`src/rtl/sha_arb_pkg.sv`:
```
// Shared types for the SHA engine memory arbiter: FSM state encoding and default port widths.
package sha_arb_pkg;

  typedef enum logic [1:0] {
    IDLE    = 2'd0,
    OWN     = 2'd1,
    RELEASE = 2'd2
  } arb_state_t;

  localparam int DEF_ADDR_W = 16;
  localparam int DEF_DATA_W = 32;

endpackage

```
`src/rtl/rr_pick.sv`:
```
// Combinational round-robin picker: searches from last_owner+1 upward (wrapping), zero latency.
// Returns an all-zero winner when nothing requests; no flow control of its own.
module rr_pick #(
  parameter int N     = 4,
  parameter int IDX_W = (N > 1) ? $clog2(N) : 1
) (
  input  logic [N-1:0]     req,
  input  logic [IDX_W-1:0] last_owner,
  output logic [N-1:0]     winner,
  output logic [IDX_W-1:0] winner_idx
);

  logic [IDX_W-1:0] idx;

  // Walk from the furthest candidate back to the nearest so the nearest match wins.
  always_comb begin
    winner     = '0;
    winner_idx = '0;
    idx        = '0;
    for (int k = N; k >= 1; k--) begin
      idx = IDX_W'((int'(last_owner) + k) % N);
      if (req[idx]) begin
        winner      = '0;
        winner[idx] = 1'b1;
        winner_idx  = idx;
      end
    end
  end

endmodule

```
`src/rtl/sha_mem_arbiter.sv`:
```
// Round-robin owner arbitration of one memory port across SHA engines; 1-cycle grant, 1-cycle read return.
// Non-owners stall with req held; owner is preempted after MAX_HOLD cycles only if someone else waits.
module sha_mem_arbiter
  import sha_arb_pkg::*;
#(
  parameter int NUM_ENGINES = 4,
  parameter int ADDR_W      = DEF_ADDR_W,
  parameter int DATA_W      = DEF_DATA_W,
  parameter int MAX_HOLD    = 64
) (
  input  logic                          clk,
  input  logic                          reset,
  input  logic [NUM_ENGINES-1:0]        req,
  input  logic [NUM_ENGINES-1:0]        eng_we,
  input  logic [NUM_ENGINES*ADDR_W-1:0] eng_addr,
  input  logic [NUM_ENGINES*DATA_W-1:0] eng_wdata,
  output logic [NUM_ENGINES-1:0]        gnt,
  output logic [NUM_ENGINES-1:0]        rvalid,
  output logic [DATA_W-1:0]             rdata,
  output logic                          busy,
  output logic                          mem_clk,
  output logic                          mem_we,
  output logic [ADDR_W-1:0]             mem_addr,
  output logic [DATA_W-1:0]             mem_write_data,
  input  logic [DATA_W-1:0]             mem_read_data
);

  localparam int IDX_W  = (NUM_ENGINES > 1) ? $clog2(NUM_ENGINES) : 1;
  localparam int HOLD_W = (MAX_HOLD > 1) ? $clog2(MAX_HOLD) : 1;
  localparam logic [HOLD_W-1:0] HOLD_LAST = HOLD_W'(MAX_HOLD - 1);

  arb_state_t             state;
  logic [HOLD_W-1:0]      hold_cnt;
  logic [IDX_W-1:0]       last_owner;
  logic [IDX_W-1:0]       owner_idx;
  logic [NUM_ENGINES-1:0] pick_gnt;
  logic [IDX_W-1:0]       pick_idx;
  logic                   owner_req;
  logic                   others_req;

  rr_pick #(
    .N     (NUM_ENGINES),
    .IDX_W (IDX_W)
  ) u_rr_pick (
    .req        (req),
    .last_owner (last_owner),
    .winner     (pick_gnt),
    .winner_idx (pick_idx)
  );

  assign owner_req  = |(gnt & req);
  assign others_req = |(req & ~gnt);
  assign busy       = (state != IDLE);
  assign mem_clk    = clk;
  assign rdata      = mem_read_data;
  assign mem_we     = |(gnt & req & eng_we);

  // gnt is zero outside OWN, so the mux naturally parks the port at all-zero.
  always_comb begin
    mem_addr       = '0;
    mem_write_data = '0;
    for (int i = 0; i < NUM_ENGINES; i++) begin
      if (gnt[i]) begin
        mem_addr       = eng_addr[i*ADDR_W +: ADDR_W];
        mem_write_data = eng_wdata[i*DATA_W +: DATA_W];
      end
    end
  end

  always_ff @(posedge clk) begin
    if (reset) begin
      state      <= IDLE;
      gnt        <= '0;
      rvalid     <= '0;
      hold_cnt   <= '0;
      owner_idx  <= '0;
      last_owner <= IDX_W'(NUM_ENGINES - 1);
    end else begin
      rvalid <= gnt & req & ~eng_we;
      case (state)
        IDLE, RELEASE: begin
          if (|req) begin
            gnt       <= pick_gnt;
            owner_idx <= pick_idx;
            hold_cnt  <= '0;
            state     <= OWN;
          end else begin
            state <= IDLE;
          end
        end
        OWN: begin
          // A req drop takes priority; preemption only matters while the owner still wants the port.
          if (!owner_req || (hold_cnt == HOLD_LAST && others_req)) begin
            gnt        <= '0;
            last_owner <= owner_idx;
            state      <= RELEASE;
          end else if (hold_cnt != HOLD_LAST) begin
            hold_cnt <= hold_cnt + HOLD_W'(1);
          end
        end
        default: begin
          gnt   <= '0;
          state <= IDLE;
        end
      endcase
    end
  end

endmodule

```
`config.mk`:
```
export PLATFORM = sky130hd
export DESIGN_NAME = sha_mem_arbiter
export DESIGN_NICKNAME = d
export VERILOG_FILES = /design/src/rtl/sha_arb_pkg.sv /design/src/rtl/rr_pick.sv /design/src/rtl/sha_mem_arbiter.sv
export SDC_FILE = /design/constraint.sdc
export NUM_CORES = 1
export LEC_CHECK = 0
export CAP_MARGIN = 30
export CORE_AREA = 2 2 128 130
export DETAILED_ROUTE_END_ITERATION = 8
export DIE_AREA = 0 0 130 132
export PLACE_DENSITY = 0.7
export SYNTH_ARGS = -nofsm -noshare
export SYNTH_HDL_FRONTEND = slang
export SYNTH_HIERARCHICAL = 1
export SYNTH_SLANG_ARGS = --single-unit
export TNS_END_PERCENT = 30
```
`constraint.sdc`:
```
create_clock -name clk -period 7.36 [get_ports clk]
set_clock_uncertainty 0.2 [all_clocks]
set_input_delay 1.472 -clock clk [delete_from_list [all_inputs] [get_ports clk]]
set_output_delay 1.472 -clock clk [all_outputs]
set_load 0.05 [all_outputs]
```
* Word level (Yosys, flattened, before mapping) *
Index checks and enable logic that the tools add are counted.

word-level totals
  register bits after elaboration = 20
  word-level logic and storage cells = 94

cells by class
  magnitude comparators = 8
  multiplexer cells = 42
  equality and inequality tests = 8
  reduce and logical (&&, ||, !) cells = 19
  bitwise gates (word level) = 6
  add/subtract/negate cells = 5

operators by type and width
  cell                                                                count
  two-way mux 32 bit                                                  4
  two-way mux 16 bit                                                  4
  two-way mux 4 bit                                                   6
  two-way mux 6 bit                                                   3
  bitwise AND 4 bit                                                   4
  OR reduction 4 bit                                                  4
  < comparator 2 x 3 -> 1 bit (second input constant)                 4
  case mux 6 bit (2 select lines)                                     1
  two-way mux 2 bit                                                   5
  two-way mux 1 bit                                                   9
  binary-select mux 1 bit (select 2 bit)                              4
  demux 1 bit (select 2 bit)                                          4
  greater-or-equal comparator 2 x 1 -> 1 bit (second input constant)  4
  inequality test 2 bit (second input constant)                       4
  NOT 4 bit                                                           2
  case mux 4 bit (2 select lines)                                     1
  adder 6 x 1 -> 6 bit (second input constant)                        1
  equality test 6 bit (second input constant)                         1
  inequality test 6 bit (second input constant)                       1
  AND reduction 2 bit                                                 3
  logical AND 1 bit                                                   5
  adder 2 x 1 -> 2 bit (second input constant)                        2
  adder 2 bit (second input constant)                                 2
  case mux 2 bit (2 select lines)                                     1
  other kinds (8)                                                     9

* Longest topological paths before layout *
  depth in word-level cells = 11
  gate-level depth with buffers = 10
  depth with buffers taken out = 8

* Cells and area by module *
Netlist, hierarchy kept.

modules (own cells, without submodules)
  module           area each (µm²)  instances  cells each  sequential area each (µm²)
  sha_mem_arbiter  2451.1           1          364         400.4
  rr_pick          523.0            1          62          0.0

==> reports/metrics.yaml <==
status: "completed"
io_pins: 325
crit_path_frequent_cell: "clkbuf_16"
worstHoldPathType: "flop to flop"
syn_area_sq_mm: 0.00297
cp.buffers_inverters: 3
slowest_delay_ps: 690
seq_area_frac_synth_pct: 13.5
vias: 4005
postCtsSetupBuffers: 0
r2r_slack_ps: 4150
placed_cells: 832
pre_cts_ws_ps: 1340
grt_max_degree: 62
insertion_delay_ps: 360
initial_core_util_pct: 18.9
powerDensity_mw_per_mm2: 271
drc: 0
path_cells: "clkbuf_16 > clkbuf_16 > clkdlybuf4s50_1"
overflow: 0
nNetsFinal: 865
path_max_fanout: 2
cts.clk_slew.worst_paths_ps: 50
antenna_cells: 0
hold_buffers: 0
post_drt_wl_per_cell_microns: 17.2
syn_to_final_growth_pct: 89.4
synthArstFlopShare_pct: 0
ir_worst_vdd_v: 0.000265
antenna_left: 0
gp_congestion: 0.817
crit_arrival_ps: 4620
grt_pass1_wl_mm: 20.9
required_ps: 5690
syn_avg_cell_area_sq_um: 6.98
post_cts_resized: 0
die_h_microns: 132
layout.cells.non_filler: 839
postSynthCellCount: 426
grt_pass1_vias: 3723
num_rows: 46
setup_slack_ps: 1070
rsz0062_at_grt: "no"
synth_edf_count: 0
fp.dieW_microns: 130
power.leakage_nw: 1.98
start_kind: "clock port"
whs_ps: 272
synthFlopType: "dfxtp_1"
core_sq_mm: 0.0157
slew_viol_final: 0
die_area_sq_mm: 0.0172
synth-seq-cells: 20
numPortBuffers: 260
antenna_found_initial: 0
ys.warnings.count: 6
vias_per_cell: 4.77
crit_type: "clock port to output port"
drt_iter0_markers: 232
drive_gt1_share_pct: 5.62
hold_violations: 0
slew-limit-headroom_pct: 43.1
setup_viol: 0
grtUsageTotal_pct: 15.4
syn-num-nets: 667
cts_tree: "built"
routed_wl_mm: 14.4
crit_path_top_delay_cell: "clkdlybuf4s50_1"
cap_violations: 0
cp_top_family: "buffers and inverters"
cp-end-kind: "output port"
synth_cell_type_count: 46
worstMarginPinSlew_ps: 852
dp_hpwl_mm: 10.8
first_pass_iters: 4
tns_ps: 0
[routing by layer]
metal	track usage [%]	part of all wire (%)	up-vias
met1	19.1	42	1834
met3	4.99	10	13
met2	25.9	47	192
met5	0	0	-
met4	2.99	0.91	0
li1	-	-	1966
[report_power, final]
| part | leakage [nW] | switching (mW) | internal, mW |
|---|---|---|---|
| combinational | 1.73 | 0.702 | 0.436 |
| sequential | 0.165 | 0.0305 | 0.120 |
| clock | 0.0850 | 0.0753 | 0.161 |
[worst reg2reg max path: stages (launching register included)]
cell      delay (ps)
dfxtp_1          730
inv_1            290
ha_1             580
mux4_2           570
nor2b_4          160
a221oi_1         270
a21oi_1          100
nand3b_1         100
a21oi_1           70
[cell usage after synthesis (all sizes together) (3+ instances only)]
master	instances	area share, %
o22ai	3	0.63
a221oi	4	1.2
nor2b	11	2.8
clkbuf	32	4.1
ha	7	2.9
nor3	4	0.67
nand3b	6	1.5
nor2	6	0.76
dfxtp	20	13
a221o	50	17
o21ai	104	18
o211ai	7	1.8
buf	43	10
and3	3	0.63
nand3	9	1.7
inv	6	0.76
nand2	63	8.0
mux2i	10	3.4
a21oi	13	2.4
[sequential cells by signal (all words and copies together), names as in the netlist]
signal	count
hold_cnt	6
last_owner	2
rvalid	4
gnt	4
state	2
owner_idx	2
[through the flow]
| stage | utilization [%] | cell area [sq um] | power, mW |
|---|---|---|---|
| final | 35.8 | 5630 | 1.52 |
| after global routing | 35.8 | 5630 | 1.60 |
| after CTS | 35.8 | 5630 | 1.54 |
| after detailed placement | 34.8 | 5470 | 1.32 |
| after global placement | 34.8 | 5470 | 1.32 |
| after floorplan | - | 2970 | 0.945 |
[final timing paths]
check | startpoint | endpoint | cells past startpoint
worst max-delay path | clk | mem_clk | 3
worst min-delay path | hold_cnt[1] | hold_cnt[1] | 2
worst max register to register | last_owner[0] | gnt[0] | 8
worst min register to register | hold_cnt[1] | hold_cnt[1] | 2
[cell usage in the layout, fill, tap and decap left out, types with 2 or more instances in the layout]
cell type	Yosys	layout
nor3_1	4	4
or2_2	2	2
nor2_1	6	6
or3_1	2	2
o21ai_1	5	5
o211ai_1	7	7
a221o_1	49	49
nor2b_1	9	8
nand3_1	8	8
nor2b_4	2	3
nand2_1	63	63
nand3b_1	6	6
a211o_1	2	2
inv_1	5	5
clkbuf_16	0	6
ha_1	7	7
o21ai_0	99	99
mux4_2	2	2
and3_1	3	3
a21oi_2	2	2
nand4_1	2	2
mux2_2	2	2
clkdlybuf4s50_1	0	260
mux2i_1	10	10
or3b_2	2	2
dfxtp_1	20	17
a221oi_1	4	4
buf_4	34	5
dfxtp_2	0	2
a21oi_1	11	11
o22ai_1	3	3
[final cells by class]
| type | count | area (sq um) |
|---|---|---|
| clock buffer | 8 | 174 |
| fill | 1626 | 10100 |
| timing repair buffer | 264 | 2630 |
| multi-input combinational | 325 | 2130 |
| inverter | 6 | 22.5 |
| sequential | 20 | 407 |
| tap | 216 | 270 |
[kinds of logic (layout without fill, tap and decap cells)]
kind of cell,after synthesis,in the layout,synth area share [%]
compound gates,190,190,43.9
simple gates,114,114,18.9
buf+inv,81,278,15.2
flops,20,20,13.5
mux,14,14,5.64
fa+ha+maj,7,7,2.94
Power figures use the tool's default switching activity.
